**config.mk**
```make
export PLATFORM = sky130hd
export DESIGN_NAME = bit_entry_conditioner
export DESIGN_NICKNAME = d
export VERILOG_FILES = /design/src/rtl/seqdet_pkg.sv /design/src/rtl/sync2.sv /design/src/rtl/bit_entry_conditioner.sv
export SDC_FILE = /design/constraint.sdc
export NUM_CORES = 1
export LEC_CHECK = 0
export ABC_AREA = 1
export ABC_CLOCK_PERIOD_IN_PS = 2970
export CAP_MARGIN = 10
export CORE_MARGIN = 5
export CORE_UTILIZATION = 33
export DETAILED_ROUTE_END_ITERATION = 12
export GPL_ROUTABILITY_DRIVEN = 0
export RECOVER_POWER = 100
export SLEW_MARGIN = 0
export SYNTH_ARGS = -nofsm -noshare
export SYNTH_HDL_FRONTEND = slang
export SYNTH_SLANG_ARGS = --single-unit
export TNS_END_PERCENT = 50
```
**constraint.sdc**
```tcl
create_clock -name clk -period 2.97 [get_ports clk]
set_input_delay 0.891 -clock clk [delete_from_list [all_inputs] [get_ports clk]]
set_output_delay 0.891 -clock clk [all_outputs]
set_load 0.05 [all_outputs]
```
**src/rtl/seqdet_pkg.sv**
```systemverilog
// Shared definitions for the 01[0*]1 sequence detector slice: debounce FSM states,
// default debounce length and the press-count width reused by detector and display logic.
package seqdet_pkg;

    localparam int unsigned DebounceCyclesDefault = 500000;
    localparam int unsigned CountW                = 8;

    typedef enum logic [1:0] {
        StIdle,
        StPressChk,
        StHeld,
        StRelChk
    } deb_state_e;

endpackage

```
**src/rtl/sync2.sv**
```systemverilog
// Two-flop synchroniser for a single asynchronous input, cleared by the async reset.
module sync2 (
    input  logic clk,
    input  logic rst_n,
    input  logic d,
    output logic q
);

    logic meta;

    always_ff @(posedge clk or negedge rst_n) begin
        if (!rst_n) begin
            meta <= 1'b0;
            q    <= 1'b0;
        end else begin
            meta <= d;
            q    <= meta;
        end
    end

endmodule

```
**src/rtl/bit_entry_conditioner.sv**
```systemverilog
// Synchronises the data switch and step button, debounces the button and emits one
// registered strobe per accepted press with the sampled bit, a bit history and a press count.
module bit_entry_conditioner
    import seqdet_pkg::*;
#(
    parameter int unsigned DEBOUNCE_CYCLES = DebounceCyclesDefault,
    parameter int unsigned HIST_W          = 8,
    parameter bit          BTN_ACTIVE_LOW  = 1'b1
) (
    input  logic              clk,
    input  logic              rst_n,
    input  logic              sw_raw,
    input  logic              btn_raw,
    output logic              bit_out,
    output logic              bit_valid,
    output logic [HIST_W-1:0] hist,
    output logic [CountW-1:0] press_count
);

    localparam int unsigned     CntW   = $clog2(DEBOUNCE_CYCLES);
    localparam logic [CntW-1:0] CntMax = CntW'(DEBOUNCE_CYCLES - 1);

    logic btn_norm;
    logic sw_s;
    logic btn_s;

    // Normalise before synchronising so a cleared chain reads as "released".
    assign btn_norm = btn_raw ^ BTN_ACTIVE_LOW;

    sync2 u_sync_sw (
        .clk   (clk),
        .rst_n (rst_n),
        .d     (sw_raw),
        .q     (sw_s)
    );

    sync2 u_sync_btn (
        .clk   (clk),
        .rst_n (rst_n),
        .d     (btn_norm),
        .q     (btn_s)
    );

    deb_state_e      state_q, state_d;
    logic [CntW-1:0] cnt_q, cnt_d;
    logic            accept;

    always_ff @(posedge clk or negedge rst_n) begin
        if (!rst_n) begin
            state_q <= StIdle;
            cnt_q   <= '0;
        end else begin
            state_q <= state_d;
            cnt_q   <= cnt_d;
        end
    end

    always_comb begin
        state_d = state_q;
        cnt_d   = cnt_q;
        accept  = 1'b0;
        unique case (state_q)
            StIdle: begin
                if (btn_s) begin
                    state_d = StPressChk;
                    cnt_d   = '0;
                end
            end
            StPressChk: begin
                if (!btn_s) begin
                    state_d = StIdle;
                end else if (cnt_q == CntMax) begin
                    state_d = StHeld;
                    accept  = 1'b1;
                end else begin
                    cnt_d = cnt_q + 1'b1;
                end
            end
            StHeld: begin
                if (!btn_s) begin
                    state_d = StRelChk;
                    cnt_d   = '0;
                end
            end
            StRelChk: begin
                if (btn_s) begin
                    state_d = StHeld;
                end else if (cnt_q == CntMax) begin
                    state_d = StIdle;
                end else begin
                    cnt_d = cnt_q + 1'b1;
                end
            end
            default: state_d = StIdle;
        endcase
    end

    always_ff @(posedge clk or negedge rst_n) begin
        if (!rst_n) begin
            bit_out     <= 1'b0;
            bit_valid   <= 1'b0;
            hist        <= '0;
            press_count <= '0;
        end else begin
            bit_valid <= accept;
            if (accept) begin
                bit_out     <= sw_s;
                hist        <= {hist[HIST_W-2:0], sw_s};
                press_count <= press_count + 1'b1;
            end
        end
    end

endmodule

```
# Word-level counts from Yosys, hierarchy flattened
# Index checks and enable logic that the tools add are counted.
# op_classes
n_div	0
n_addsub	2
magnitude_cmp	0
mux	16
n_mul	0
bitwise_logic	1
reduce_logical	3
n_shift	0
n_eq_ne	10
# ops
op	count
$mux 19	5
$pmux 19 s4	1
$add 19x1->19 const B	1
$eq 19x19->1 const B	1
$mux 2	6
$add 8x1->8 const B	1
$pmux 2 s4	1
$reduce_and 4->1	2
$eq 2x2->1 const B	2
$ne 2x1->1 const B	2
$ne 2x2->1 const B	2
$mux 1	3
$ne 3x2->1 const B	1
$ne 3x3->1 const B	1
$eq 2x1->1 const B	1
$logic_not 2->1	1
$not 1->1	1
# word_totals
ram_bits	0
memories	0
latchBits	0
wordCells	42
input_bits	4
rom_bits	0
reg_bits	43

# Logic depth before layout (Yosys ltp)
# logic_depth
depth_word	4
mapped_depth	11
mapped_depth_nobuf	10

# Cells and area by module
# A second synthesis with hierarchy kept.
# hier_totals
cells_unflattened	305
hier_area_um2	2303.5
# by_module_without_submodules
mod	area_each_um2	seq_area_each_um2	cells_each	instances
bit_entry_conditioner	2203.4	950.9	301	1
sync2	50.0	50.0	2	2

# Least setup slack after synthesis
# No wires, ideal clock.
# synth_timing
path_type	register -> output
from	reg hist[0]
to	out hist[0]
path_slack_ps	1158
stages_incl_launch_ff	2
arrival_ps	921
path_cell_list	dfrtp_1 -> buf_4
# synth_rtl
item	line	source
start, declared	bit_entry_conditioner.sv:16	output logic [HIST_W-1:0] hist,
start signal, assigned	bit_entry_conditioner.sv:108	hist <= {hist[HIST_W-2:0], sw_s};
# No word-level cell between the ends.

# Final worst setup path
# layout_timing
from	reg press_count[6]
to	out press_count[6]
# layout_rtl
item	line	source
start, declared	bit_entry_conditioner.sv:17	output logic [CountW-1:0] press_count
start signal, assigned	bit_entry_conditioner.sv:109	press_count <= press_count + 1'b1;
# No word-level cell between the ends.

==> impl_metrics.csv <==
group,metric,value,unit
clock_network,hold_buffers,0,
floorplan,start_util,0.3405,
sta,fin_crit,2.497,ns
placement,dp_hpwl,3544,µm
sta,setup_tns,0,ns
finish,drive_gt1_frac,0.05075,
yosys,synth_area,2326,µm²
sta,fin_crit_sh,0.8406,
global_route,antenna_found_initial,0,
worst_hold_path,whs_path_depth,0,
sta,max_freq,400.5,MHz
floorplan,dieArea,8828,µm²
setup_path,worst-r2r-cell-count,10,
yosys,synth_cells,313,
yosys,ys_types,26,
clock_network,post-cts-setup-buffer-count,0,
sta,max_slew.worst_pin.slew,1.074,ns
setup_path,cp_top_family,"buffers and inverters",
route,drc_errors,0,
yosys,yosys.area.top_type_share,0.4519,
power,p_leak,1.245,nW
global_route,grt_usage,0.1260,
worst_hold_path,worstHoldPathType,"reg2reg",
finish,final_nets,340,
yosys,syn-num-nets,319,
finish,design_area,2654,µm²
global_route,grt_pass1_vias,1924,
placement,placed_area,2587,µm²
clock_network,clkLatencyLatePin,0.30,ns
placement,io_buffers,21,
clock_network,clock-root-buffer,"clkbuf_8",
yosys,ys_warn_count,0,
placement,post-place-ws,0.8559,ns
route,drt_wl_total,4969,µm
floorplan,die_x,93.96,µm
setup_path,cpPeakStageDelay,0.89,ns
sta,hold_viol_final,0,
clock_network,cts_resized,0,
sta,finalMaxSlewViolations,0,
setup_path,cp_cell_sequence,"dlygate4sd3_1",
route,via_count,1989,
clock_network,tritoncts,"built",
floorplan,die_y,93.96,µm
finish,n_antenna_cell,0,
yosys,yosysTopAreaCell,"dfrtp_1",
floorplan,core-area,6832,µm²
route,viasPerCell,4.615,
sta,setup_violations,0,
global_route,grt_max_degree,43,
finish,layout_commonest_cell,"nand2_1",
global_route,overflow,0,
yosys,ys_seq_area_frac,0.4519,
job,maxCapViolations,0,
clock_network,cts_max_level,2,
floorplan,ios,22,
floorplan,placementRows,30,
finish,area_growth,14.09,%
setup_path,cp.depth,1,
yosys,syn_avg_cell_area,7.431,µm²
setup_path,critPathLaunchType,"flop",
power,vdd.ir_drop.worst,165.8,µV
setup_path,criticalPathCategory,"reg2out",
route,first_pass_iters,4,
setup_path,cp.arrival,1.61,ns
sta,rsz0062_at_grt,"no",
clock_network,cts_buffers,5,
setup_path,required,2.08,ns
route,postRouteAntennaNets,0,
route,drt_iter0_markers,101,
yosys,synthTopCellsByArea,"dfrtp_1 45%, nand2_1 18%, nand3_1 6.2%",
setup_path,path_buf_inv,1,
setup_path,worstPathMaxFanout,4,
clock_network,cts_buffer_depth,2,
sta,slew_headroom,0.2842,
finish,fillers,743,
sta,skew,0.009722,ns
route,wire_per_inst,11.53,µm
yosys,ys_ff_latch,42,
finish,final_cell_mix,"112 x nand2_1, 42 x dfrtp_1, 36 x nor2_1, 30 x nand3_1, 29 x inv_1",
clock_network,cts_sinks,42,
global_route,grt_pass1_wl,8825,µm
power,power_density,377.5,nW/µm²
sta,setup_slack,0.4734,ns
setup_path,critPathSlowestCell,"dlygate4sd3_1",
run_status,status,"finished, final reports clean",
clock_network,clk_pin_slew,0.09,ns
setup_path,end_kind,"output port",
[state kept, by name (all words and copies together) (netlist names), named ones only]
register and count:
bit_valid 1, cnt_q 19, hist 8, press_count 8, state_q 1, u_sync_btn.meta 1, u_sync_btn.q 1, u_sync_sw.meta 1
u_sync_sw.q 1
[worst reg2reg max path, cell delays in order, from the launching register on]
cell        delay, ns
dfrtp_1          0.43
ha_1             0.33
nand3_1          0.19
clkinvlp_2       0.14
nand3_2          0.07
nor2_1           0.36
nand2_1          0.38
inv_6            0.21
nand2_1          0.07
nand2_1          0.05
nand2_1          0.04
[layout make-up]
| type | count | area [µm²] | area share |
|---|---|---|---|
| Clock buffer | 6 | 72.57 | 0.02735 |
| Clock inverter | 2 | 13.76 | 0.005186 |
| Inverter | 33 | 132.6 | 0.04998 |
| Multi-Input combinational cell | 230 | 1051 | 0.3960 |
| Sequential cell | 42 | 1051 | 0.3960 |
| Tap cell | 96 | 120.1 | 0.04526 |
| Timing Repair Buffer | 22 | 212.7 | 0.08015 |
[final timing paths]
check	start	end	slack [ns]
worst max-delay path	press_count[6]$_DFFE_PN0P_	press_count[6]	0.47
worst min-delay path	u_sync_sw.meta$_DFF_PN0_	u_sync_sw.q$_DFF_PN0_	0.36
worst max register to register	cnt_q[0]$_DFFE_PN0P_	press_count[2]$_DFFE_PN0P_	0.59
worst min register to register	u_sync_sw.meta$_DFF_PN0_	u_sync_sw.q$_DFF_PN0_	0.36
max in group asynchronous	rst_n	cnt_q[8]$_DFFE_PN0P_	1.54
min in group asynchronous	rst_n	cnt_q[1]$_DFFE_PN0P_	0.78
[metrics by stage]
step / cells / utilization / hold WS, ns / power [mW]
finish: 431 / 0.3885 / 0.3562 / 1.002
global route: 431 / 0.3885 / 0.3630 / 1.044
CTS: 431 / 0.3914 / 0.3569 / 1.019
detailed placement: 423 / 0.3788 / 0.3372 / 0.6455
global placement: 423 / 0.3788 / 0.3318 / 0.6452
floorplan: 313 / - / 0.3312 / 0.6256
[cell usage after synthesis]
cell type / n
nand2_4: 1
nor2_2: 1
nand3_1: 29
buf_2: 2
nor2_4: 2
xnor2_1: 1
inv_2: 1
dfrtp_1: 42
buf_12: 1
ha_1: 2
nor3_1: 5
nand3_2: 3
xor2_1: 9
inv_6: 1
nor2_1: 35
nand4_1: 10
clkinv_2: 1
buf_6: 2
nand2_1: 111
o21ai_1: 6
buf_4: 2
buf_1: 1
inv_1: 29
o21ai_0: 13
and2_1: 2
inv_4: 1
[power breakdown]
group | switching [mW] | internal (mW) | leakage [nW] | total (mW)
Clock | 0.205 | 0.166 | 0.0452 | 0.371
Combinational | 0.0332 | 0.0102 | 0.626 | 0.0434
Sequential | 0.00796 | 0.579 | 0.573 | 0.587
Total | 0.246 | 0.756 | 1.24 | 1.00
[cell families (layout without fill, tap and decap cells)]
group	count (synthesis)	after routing	share of synthesized area
buf+inv	41	63	0.08767
xor+xnor	10	10	0.03766
fa+ha+maj	2	2	0.01076
flops	42	42	0.4519
simple gates	199	199	0.3712
compound gates	19	19	0.04088
[per-layer routing]
layer | share of wire | global-route usage | vias up
met5 | 0 | 0 | -
met4 | 0.018 | 0.05776 | 0
met1 | 0.50 | 0.1673 | 932
met2 | 0.46 | 0.2028 | 22
li1 | - | - | 1028
met3 | 0.025 | 0.01683 | 7
Note: power is estimated with default switching activity, not from simulation.
